<file path="src/rtl/frame_flip_controller.sv">
// ============================================================================
// Module   : frame_flip_controller
// Purpose  : N-buffer swap-chain controller that sequences renderer frames and
//            flips the displayed buffer on synchronised vsync rising edges.
// Option   : FLIP_DROP_STALE_EN - a flip jumps straight to the newest frame.
// Revision : 1.0 - initial release
// ============================================================================
`default_nettype none

module frame_flip_controller #(
  parameter  int NUM_BUFFERS = 2,
  parameter  int FRAME_CNT_W = 16,
  localparam int IDX_W       = $clog2(NUM_BUFFERS)
) (
  input  logic                   clk,
  input  logic                   reset,
  input  logic                   enable,
  input  logic                   vsync,
  input  logic                   render_done,
  output logic                   render_start,
  output logic [IDX_W-1:0]       render_buf,
  output logic [IDX_W-1:0]       display_buf,
  output logic                   flip,
  output logic                   busy,
  output logic [IDX_W-1:0]       pending,
  output logic [FRAME_CNT_W-1:0] frame_count
`ifdef FLIP_DROP_STALE_EN
  ,
  output logic [FRAME_CNT_W-1:0] dropped_count
`endif
);

  localparam logic [IDX_W+1:0] c_NB            = NUM_BUFFERS[IDX_W+1:0];
  localparam logic [IDX_W-1:0] c_PEND_FREE_MAX = IDX_W'(NUM_BUFFERS - 2);
  localparam logic [IDX_W+1:0] c_ONE_W         = (IDX_W+2)'(1);

  typedef enum logic [1:0] {
    S_IDLE      = 2'd0,
    S_RENDERING = 2'd1,
    S_STALLED   = 2'd2
  } state_t;

  state_t                 r_state;
  state_t                 w_state_nxt;
  logic                   r_vs_meta;
  logic                   r_vs_sync;
  logic                   r_vs_prev;
  logic [IDX_W-1:0]       r_display_buf;
  logic [IDX_W-1:0]       r_render_buf;
  logic [IDX_W-1:0]       r_pending;
  logic                   r_render_start;
  logic                   r_flip;
  logic [FRAME_CNT_W-1:0] r_frame_count;

  logic                   w_vs_rise;
  logic                   w_done_ev;
  logic                   w_flip_ev;
  logic                   w_free;
  logic                   w_start;
  logic [IDX_W-1:0]       w_display_nxt;
  logic [IDX_W-1:0]       w_pending_nxt;
  logic [IDX_W-1:0]       w_render_nxt;

  // Ring indices wrap modulo NUM_BUFFERS; inputs are always below 3*NUM_BUFFERS.
  function automatic logic [IDX_W-1:0] mod_n(input logic [IDX_W+1:0] v);
    logic [IDX_W+1:0] t;
    t = v;
    if (t >= c_NB) t = t - c_NB;
    if (t >= c_NB) t = t - c_NB;
    return t[IDX_W-1:0];
  endfunction

  assign w_vs_rise = r_vs_sync & ~r_vs_prev;
  assign w_done_ev = (r_state == S_RENDERING) & render_done;
  assign w_flip_ev = w_vs_rise & (r_pending != '0);

`ifdef FLIP_DROP_STALE_EN
  logic [FRAME_CNT_W-1:0] r_dropped_count;

  // A flip shows the newest completed frame; every older queued one is skipped.
  always_comb begin
    w_display_nxt = r_display_buf;
    w_pending_nxt = r_pending + IDX_W'(w_done_ev);
    if (w_flip_ev) begin
      w_display_nxt = mod_n({2'b00, r_display_buf} + {2'b00, r_pending});
      w_pending_nxt = IDX_W'(w_done_ev);
    end
  end

  always_ff @(posedge clk) begin
    if (reset) begin
      r_dropped_count <= '0;
    end else if (w_flip_ev) begin
      r_dropped_count <= r_dropped_count + FRAME_CNT_W'(r_pending) - FRAME_CNT_W'(1);
    end
  end

  assign dropped_count = r_dropped_count;
`else
  always_comb begin
    w_display_nxt = r_display_buf;
    w_pending_nxt = r_pending;
    if (w_flip_ev) begin
      w_display_nxt = mod_n({2'b00, r_display_buf} + c_ONE_W);
    end
    case ({w_done_ev, w_flip_ev})
      2'b10:   w_pending_nxt = r_pending + IDX_W'(1);
      2'b01:   w_pending_nxt = r_pending - IDX_W'(1);
      default: w_pending_nxt = r_pending;
    endcase
  end
`endif

  assign w_render_nxt = mod_n({2'b00, w_display_nxt} + {2'b00, w_pending_nxt} + c_ONE_W);
  assign w_free       = (w_pending_nxt <= c_PEND_FREE_MAX);

  always_comb begin
    w_state_nxt = r_state;
    w_start     = 1'b0;
    case (r_state)
      S_IDLE: begin
        if (enable && w_free) begin
          w_state_nxt = S_RENDERING;
          w_start     = 1'b1;
        end
      end
      S_RENDERING: begin
        if (w_done_ev) begin
          if (!enable) begin
            w_state_nxt = S_IDLE;
          end else if (w_free) begin
            w_start = 1'b1;
          end else begin
            w_state_nxt = S_STALLED;
          end
        end
      end
      S_STALLED: begin
        // Room only appears through a flip, so start and flip pulse together.
        if (!enable) begin
          w_state_nxt = S_IDLE;
        end else if (w_free) begin
          w_state_nxt = S_RENDERING;
          w_start     = 1'b1;
        end
      end
      default: begin
        w_state_nxt = S_IDLE;
      end
    endcase
  end

  always_ff @(posedge clk) begin
    if (reset) begin
      r_state        <= S_IDLE;
      r_vs_meta      <= 1'b0;
      r_vs_sync      <= 1'b0;
      r_vs_prev      <= 1'b0;
      r_display_buf  <= '0;
      r_render_buf   <= IDX_W'(1);
      r_pending      <= '0;
      r_render_start <= 1'b0;
      r_flip         <= 1'b0;
      r_frame_count  <= '0;
    end else begin
      r_state        <= w_state_nxt;
      r_vs_meta      <= vsync;
      r_vs_sync      <= r_vs_meta;
      r_vs_prev      <= r_vs_sync;
      r_display_buf  <= w_display_nxt;
      r_render_buf   <= w_render_nxt;
      r_pending      <= w_pending_nxt;
      r_render_start <= w_start;
      r_flip         <= w_flip_ev;
      if (w_flip_ev) begin
        r_frame_count <= r_frame_count + FRAME_CNT_W'(1);
      end
    end
  end

  assign render_start = r_render_start;
  assign render_buf   = r_render_buf;
  assign display_buf  = r_display_buf;
  assign flip         = r_flip;
  assign busy         = (r_state == S_RENDERING);
  assign pending      = r_pending;
  assign frame_count  = r_frame_count;

endmodule

`default_nettype wire

</file>
<file path="config.mk">
export PLATFORM = sky130hd
export DESIGN_NAME = frame_flip_controller
export DESIGN_NICKNAME = d
export VERILOG_FILES = /design/src/rtl/frame_flip_controller.sv
export SDC_FILE = /design/constraint.sdc
export NUM_CORES = 1
export LEC_CHECK = 0
export BUFFER_PORTS_ARGS = -buffer_cell sky130_fd_sc_hd__buf_4
export CAP_MARGIN = 20
export CORE_UTILIZATION = 56
export CTS_CLUSTER_SIZE = 16
export DETAILED_ROUTE_END_ITERATION = 10
export PLACE_DENSITY = 0.89
export SLEW_MARGIN = 40
export SYNTH_ARGS = -nofsm -noshare
export SYNTH_HDL_FRONTEND = slang
export SYNTH_SLANG_ARGS = --single-unit
</file>
<file path="constraint.sdc">
create_clock -name clk -period 3.7 [get_ports clk]
set_clock_uncertainty 0.2 [all_clocks]
set_input_delay 0.37 -clock clk [delete_from_list [all_inputs] [get_ports clk]]
set_output_delay 0.37 -clock clk [all_outputs]
set_load 0.03 [all_outputs]
</file>
[After elaboration in Yosys (flattened, before gate mapping)]
Cells that the tools add are included.
Storage, ports and cells
  flip-flop bits (word level): 26
  input port bits: 5
  output and inout bits: 22
  logic and storage cells: 59
Cells by class
  $add $sub $neg: 10
  magnitude comparators: 5
  equal/unequal tests: 8
  multiplexer cells: 19
  bitwise logic cells: 4
  reductions and logical operators: 3
Operator list (number)
  $add A16 B1 Y16 const B: 1
  $mux W2: 6
  $ge A3 B2 Y1 const B: 3
  $mux W3: 3
  $mux W1: 7
  $ne A3 B3 Y1 const B: 2
  $pmux W2 S3: 1
  $eq A2 B1 Y1 const B: 2
  $eq A2 B2 Y1 const B: 2
  $reduce_and A4 Y1: 1
  $add A2 B1 Y3 const B: 1
  $and A1 B1 Y1: 3
  $pmux W1 S3: 1
  $sub A1 B1 Y1 const B: 3
  $sub A2 B2 Y3 const B: 1
  $sub A3 B2 Y3 const B: 1
  $add A1 B1 Y2: 1
  $add A1 B1 Y2 const B: 1
  $ge A2 B2 Y1 const B: 1
  $logic_not A2 Y1: 1
  $ne A2 B1 Y1 const B: 1
  $ne A2 B2 Y1 const B: 1
  $pmux W1 S2: 1
  $add A1 B1 Y1 const B: 1
  3 further kinds: 3

[Logic depth before layout (Yosys ltp)]
Gate-level depths: netlist of the first run.
  depth in word-level cells: 13
  depth in mapped cells: 6
  depth with buffers taken out: 5

[Worst setup path after synthesis of the first run]
Ideal clock, no wire load.
  path type: register to register
  from: register r_frame_count[0], in the netlist frame_count[0]
  to: register r_frame_count[14], in the netlist frame_count[14]
  setup time: 0.121 ns
  arrival: 1.616 ns
  data required time: 3.379 ns
  path slack: 1.764 ns
  stages on the path, launching flop included: 6
  path buffers: 0
  period minus slack after synthesis: 1.936 ns
  cells stage by stage: dfxtp_1 -> ha_1 -> nand2_1 -> nor4_4 -> nand3_1 -> mux2_2
On the way
  cells in the longest elaborated chain, start to end: 1
Ends and longest elaborated chain
  start: declaration: RTL line 53  | logic [FRAME_CNT_W-1:0] r_frame_count;
  start signal: assignment: RTL line 176  | r_frame_count <= r_frame_count + FRAME_CNT_W'(1);
  $add A16 B1 Y16: RTL line 176
Every way passes these cells.
A chain may end at the register's enable or synchronous reset.

[Worst setup path in the final report of the first run]
  from: register r_pending, in the netlist pending
  to: register r_frame_count[15], in the netlist frame_count[15]
On the way
  cells in the longest elaborated chain, start to end: 1
Ends and longest elaborated chain
  start: declaration: RTL line 50  | logic [IDX_W-1:0] r_pending;
  start signal: assignment: RTL line 172  | r_pending <= w_pending_nxt;
  $and A1 B1 Y1: RTL line 75  | assign w_flip_ev = w_vs_rise & (r_pending != '0);
Every way passes these cells.

==> results.txt, run 1 <==
----------------------------------------------------
[Worst setup path]
  Critical path class ... flop to flop
  Critical-path maximum fanout ... 12
  Data arrival, critical path ... 1.97 ns
  WP data required ... 3.72 ns
  Dominant delay contributor by cell family on the critical path ... simple AND/OR/NAND/NOR gates
  Bufs and invs on worst path ... 0
  Crit path launch type ... flop
  List of cells traversed by the critical path ... nand4b_4, nor4_4, nand3_1, mux2_1
  Nature of the critical path endpoint ... flop
  Critical-path top delay cell ... sky130_fd_sc_hd__dfxtp_1
  CP max stage delay ... 0.53 ns

[Clocking]
  Clock latency at the later pin of the worst-skew pair ... 0.32 ns
  Clock sink total ... 26
  Post-cts resize count ... 0
  Number of CTS-inserted buffers ... 3
  Number of buffers inserted for hold repair after clock tree synthesis ... 0
  Clock transition time at the flip-flop clock pins of the worst setup and hold paths ... 0.12 ns
  Post-CTS Repair Setup Buffers ... 0
  Clock tree root driver cell ... sky130_fd_sc_hd__clkbuf_4
  CTS H-Tree Depth ... 1
  Clock tree from TritonCTS ... done
  Maximum number of buffers from clock root to sink ... 2

[Global routing]
  Pin count of the biggest net entering global routing ... 30
  Global-route usage over all layers ... 22.98%
  Via count of the first global-routing pass ... 835
  Antenna violations before repair ... 0
  Remaining global-route overflow ... 0
  Global-route wire length before repair ... 3.650 mm

[Timing]
  Minimum clock period after layout ... 1.956 ns
  Max-slew violation count ... 0
  Final Hold Slack ... 0.05793 ns
  Maximum frequency from static timing analysis ... 0.5111 GHz
  RSZ-0062 raised after global routing ... no
  Period utilization ... 52.88%
  Transition at the pin with the smallest max-transition slack ... 0.3232 ns
  Setup TNS Final ... 0 ns
  Number of endpoints failing setup at the final stage ... 0
  Slew margin rel. ... 78.42%
  Final Hold Vio Count ... 0

[Yosys]
  Sequential share of the synthesized area ... 44.44%
  Top_reg_cell synth ... sky130_fd_sc_hd__dfxtp_1
  Post-synthesis async set-or-reset flop share ... 0%
  Area share of the leading cell type in the synthesized netlist ... 44.44%
  Total standard cell area after synthesis ... 1171 sq um
  Avg Inst Size Synth ... 9.295 sq um
  Top cells by instance count after synthesis ... 26 x sky130_fd_sc_hd__dfxtp_1, 18 x sky130_fd_sc_hd__nor2_1, 9 x sky130_fd_sc_hd__xnor2_1
  Most instantiated library cell after synthesis ... sky130_fd_sc_hd__dfxtp_1
  Library cell with the largest summed area after synthesis ... sky130_fd_sc_hd__dfxtp_1
  Synthesized net count ... 132
  Cell types with the largest area share after synthesis ... sky130_fd_sc_hd__dfxtp_1 44%, sky130_fd_sc_hd__xnor2_1 6.7%, sky130_fd_sc_hd__nor2_1 5.8%
  Post-synth EDFFs ... 0
  Yosys reg bits ... 26
  Gate count of the mapped netlist ... 126
  Number of warning messages in the yosys log ... 0
  Number of distinct standard cells referenced by the synthesized netlist ... 29

[Power and ir drop]
  Share of power burned in the clock network ... 26.3%
  Static leakage power ... 0.6202 nW
  Power Internal ... 0.0003368 W
  Power share of the combinational group ... 7.8%
  Cell area power density ... 313.9 nW/um^2
  Seq pwr share ... 65.9%
  Power after layout ... 0.0004391 W
  Fraction of power spent switching nets ... 23.29%
  Switching Power ... 0.0001023 W
  Worst ir drop on vdd ... 0.2669 mV

[Placed design]
  Final weighted congestion of routability-driven global placement ... 0.8027
  Area after DPL ... 1376 sq um
  Placed Cells ... 174
  Estimated wirelength of the detail-placed design ... 1.547 mm
  Count of buffers inserted at the top-level ports ... 26

[Floorplan]
  Area of the placeable core ... 1962 sq um
  Initial Util ... 59.69%
  Rows ... 16
  Die extent in x ... 47.73 microns
  I/O pin total ... 27
  Die height ... 47.73 microns
  Full die area ... 2278 sq um

[Finish]
  Area overhead of the layout relative to synthesis ... 19.44%
  Proportion of layout cells with a drive suffix above 1 ... 24.00%
  Number of antenna repair diodes ... 0
  Nets@finish ... 158
  Design Area, Final ... 1399 sq um
  Finished Layout Cells ... 177

[Flow run]
  Count of maximum capacitance violations ... 0

[Detailed routing]
  Final ANT Viol Nets ... 0
  Vias ... 929
  # DRC ... 0
  Violation count after the first detailed-routing iteration ... 20
  Vias per cell ... 5.249
  First-pass detailed-route iteration total ... 5
  DR WL/cell ... 12.35 microns
  WL final ... 2.186 mm

[Worst hold path]
  Class of the tightest hold or removal check ... primary input to flop

[Status]
  Outcome ... complete, no violations

----------------------------------------------------
## final cells by class
cell class / instances / area, sq um
Sequential cell: 26 / 520.5
Tap cell: 27 / 33.78
Timing Repair Buffer: 26 / 195.2
Clock buffer: 3 / 22.52
Multi-Input combinational cell: 90 / 608.1
Fill cell: 167 / 563.0
Inverter: 5 / 18.77
## path summary, 6_finish.rpt
| kind | end | start | slack [ns] | depth (start not counted) |
|---|---|---|---|---|
| min | r_vs_meta | vsync | 0.06 | 2 |
| max reg2reg | frame_count[15] | pending | 1.74 | 4 |
| max | frame_count[15] | pending | 1.74 | 4 |
| min reg2reg | r_vs_sync | r_vs_meta | 0.26 | 1 |
## stage by stage
stage | utilization (%) | worst slack [ns]
floorplan | - | 1.764
global placement | 70.15 | 1.826
detailed placement | 70.15 | 1.763
CTS | 71.30 | 1.747
global route | 71.30 | 1.645
finish | 71.30 | 1.744
## placed cells by master, fill, tap and decap left out, drive strengths merged, types with 5 or more instances in the layout
| master | instances |
|---|---|
| a21oi | 7 |
| buf | 26 |
| dfxtp | 26 |
| inv | 5 |
| nand2 | 6 |
| nand3 | 8 |
| nor2 | 18 |
| nor2b | 7 |
| xnor2 | 9 |
## cells by family after synthesis
group                    share of synthesized area [%]
AND/OR/NAND/NOR                                  32.48
flip-flops                                       44.44
AO/OA/AOI/OAI                                    5.662
XOR/XNOR                                         8.975
buffers and inverters                            3.632
multiplexers                                     3.739
adder cells (fa/ha/maj)                          1.068
## routing by layer
metal	track usage (%)	share of wire (%)	vias up	wire, microns
met3	4.528	3.8	5	82
met4	11.67	2.2	0	48
li1	-	-	475	-
met1	30.72	47	421	1025
met5	0	0	-	0
met2	35.14	47	28	1030
## state kept, by name, indices dropped and copies added, names as in the netlist
signal,flops
r_vs_meta,1
frame_count,16
r_vs_sync,1
pending,1
r_state,2
r_vs_prev,1
render_buf,1
display_buf,1
flip,1
render_start,1
## power by group through the flow
stage	Combinational [W]	Clock [W]	Sequential, W
after global routing	0.0000380	0.000130	0.000290
after floorplan	0.0000195	0	0.000299
after CTS	0.0000346	0.000118	0.000289
after global placement	0.0000332	0	0.000295
final	0.0000344	0.000116	0.000289
after detailed placement	0.0000342	0	0.000295
Note: power is estimated with default switching activity, not from simulation.
==> run 2: changes to the inputs <==
Settings changed: CORE_UTILIZATION 56 to 47, PLACE_DENSITY 0.89 to 0.81.
Clock period 3.7 ns to 1.6 ns, I/O delays scaled along.
==> run 2 against run 1 <==
  * The run now ends with negative setup slack left
  * Global-route usage down 1.2 points
  * Sequential share of layout area down 5.5 points
  * Register-to-register slack got worse by 1.8 ns
  * Critical path type unchanged
  * Flip-flop and latch count is the same
  * Highest routed layer unchanged
  * Setup slack worse by 1.8 ns
  * Largest cell class unchanged
  * Maximum frequency is 17% higher
==> results.txt, run 2 (same netlist as run 1, synthesis figures left out) <==
----------------------------------------------------
[Power and ir drop]
  Power Internal ... 0.0009427 W
  Seq pwr share ... 54.4%
  Power share of the combinational group ... 8.1%
  Share of power burned in the clock network ... 37.5%
  Worst ir drop on vdd ... 0.6709 mV
  Fraction of power spent switching nets ... 21.58%
  Static leakage power ... 0.8146 nW
  Switching Power ... 0.0002595 W
  Cell area power density ... 685.3 nW/um^2

[Status]
  Violations in the final reports ... negative setup slack
  Outcome ... finished with violations

[Detailed routing]
  WL final ... 3.008 mm
  Top Metal Used ... met4
  Met3 routed wirelength ... 127 microns
  # DRC ... 0
  First-pass detailed-route iteration total ... 6
  Violation count after the first detailed-routing iteration ... 14
  Vias ... 1096
  Post-Route M1 WL ... 1.300 mm
  DR WL/cell ... 14.60 microns
  Vias per cell ... 5.320
  Routed length on met2 ... 1.543 mm
  Final ANT Viol Nets ... 0

[Timing]
  Number of endpoints failing setup at the final stage ... 4
  RSZ-0062 raised after global routing ... yes
  Transition at the pin with the smallest max-transition slack ... 0.3368 ns
  Final Hold Slack ... 0.2549 ns
  Worst-case setup margin in the final layout ... -0.07740 ns
  Maximum frequency from static timing analysis ... 0.5962 GHz
  Period utilization ... 104.8%
  Final Hold Vio Count ... 0
  Slew margin rel. ... 77.48%
  Minimum clock period after layout ... 1.677 ns
  Max-slew violation count ... 0

[Placed design]
  Placed Cells ... 190
  Area after DPL ... 1551 sq um
  Estimated wirelength of the detail-placed design ... 1.881 mm
  Final weighted congestion of routability-driven global placement ... 0.7977
  Count of buffers inserted at the top-level ports ... 26

[Floorplan]
  Initial Util ... 51.46%
  I/O pin total ... 27
  Full die area ... 2695 sq um
  Die extent in x ... 51.92 microns
  Die height ... 51.92 microns
  Area of the placeable core ... 2276 sq um
  Rows ... 17

[Finish]
  Flip-flop count of the largest register after layout ... 16
  Area overhead of the layout relative to synthesis ... 49.79%
  Design Area, Final ... 1754 sq um
  Proportion of layout cells with a drive suffix above 1 ... 46.07%
  Leading cell type in the layout, fill and taps excluded ... sky130_fd_sc_hd__buf_4
  Number of antenna repair diodes ... 0
  Finished Layout Cells ... 206
  Highest-count cells in the layout ignoring fill and taps ... 46 x sky130_fd_sc_hd__buf_4, 18 x sky130_fd_sc_hd__nor2_1, 13 x sky130_fd_sc_hd__dfxtp_1, 9 x sky130_fd_sc_hd__xnor2_1, 8 x sky130_fd_sc_hd__dfxtp_4
  Nets@finish ... 185

[Clocking]
  Number of CTS-inserted buffers ... 3
  Clock tree from TritonCTS ... done
  Clock tree root driver cell ... sky130_fd_sc_hd__clkbuf_4
  CTS H-Tree Depth ... 1
  Clock transition time at the flip-flop clock pins of the worst setup and hold paths ... 0.14 ns
  Clock sink total ... 26
  Maximum number of buffers from clock root to sink ... 2
  Clock latency at the later pin of the worst-skew pair ... 0.32 ns

[Global routing]
  Remaining global-route overflow ... 0
  Pin count of the biggest net entering global routing ... 30
  Antenna violations before repair ... 0
  Global-route wire length before repair ... 4.347 mm
  Global-route usage over all layers ... 21.74%
  Via count of the first global-routing pass ... 1024

[Worst setup path]
  Data arrival, critical path ... 1.70 ns
  WP data required ... 1.63 ns
  Nature of the critical path endpoint ... flop
  Critical-path maximum fanout ... 3
  Crit path launch type ... flop
  Critical path class ... flop to flop

[Flow run]
  Count of maximum capacitance violations ... 0

[Worst hold path]
  Class of the tightest hold or removal check ... flop to flop

----------------------------------------------------
## run 2: cell types whose count changed in the layout (fill, tap and decap cells not counted), sizes merged
cell         previous run  this run
buf                    26        49
bufinv                  0         1
dlygate4sd3             0         4
## run 2: layout make-up
cell class	instances	area (sq um)
multi-input cells	90	671.9
fillers	160	521.8
clock inverters	1	30.03
clock buffers	3	22.52
well taps	28	35.03
repair buffers	53	419.2
inverters	5	18.77
flip-flops and latches	26	556.8
## run 2: per-layer routing
| layer | global-route usage (%) | vias up |
|---|---|---|
| met5 | 0 | - |
| met1 | 24.36 | 524 |
| met3 | 3.509 | 4 |
| li1 | - | 531 |
| met2 | 41.03 | 37 |
| met4 | 6.757 | 0 |
## run 2: power groups by stage
stage	combinational [W]	sequential, W	clock, W
6_report	0.0000974	0.000654	0.000451
5_1_grt	0.000105	0.000656	0.000481
4_1_cts	0.0000961	0.000655	0.000457
3_5_place_dp	0.0000873	0.000670	0
3_3_place_gp	0.0000830	0.000669	0
2_1_floorplan	0.0000466	0.000680	0
## run 2: timing repair
action / 4_1_cts / 5_1_grt
pin swaps: 3 / 6
resized for setup: 1 / 11
setup endpoints to repair: 4 / 6
hold buffers: 4 / 0
endpoints found under the hold margin: 14 / 0
setup buffers: 2 / 6
## run 2: path summary, 6_finish.rpt
| path | from | to | slack (ns) | cells past startpoint |
|---|---|---|---|---|
| max | frame_count[9] | frame_count[15] | -0.08 | 4 |
| min | r_vs_meta | r_vs_sync | 0.25 | 1 |
| max reg2reg | frame_count[9] | frame_count[15] | -0.08 | 4 |
| min reg2reg | r_vs_meta | r_vs_sync | 0.25 | 1 |
## run 2: through the flow
stage	util (%)	total power (W)	TNS [ns]	setup slack, ns
after floorplan	-	0.0007269	-0.2014	-0.06850
after global placement	68.17	0.0007519	0	0.005176
after detailed placement	68.17	0.0007571	-0.08497	-0.03652
after CTS	73.12	0.001208	-0.08856	-0.04948
after global routing	77.08	0.001241	-0.5307	-0.1655
final	77.08	0.001202	-0.1677	-0.07740
## run 2: worst max-delay path, cell delays in order, from the launching register on
cell and delay, ns:
sky130_fd_sc_hd__dfxtp_2 0.38, sky130_fd_sc_hd__nand4_1 0.18, sky130_fd_sc_hd__nor4_4 0.37, sky130_fd_sc_hd__nand3_1 0.15, sky130_fd_sc_hd__mux2_4 0.31
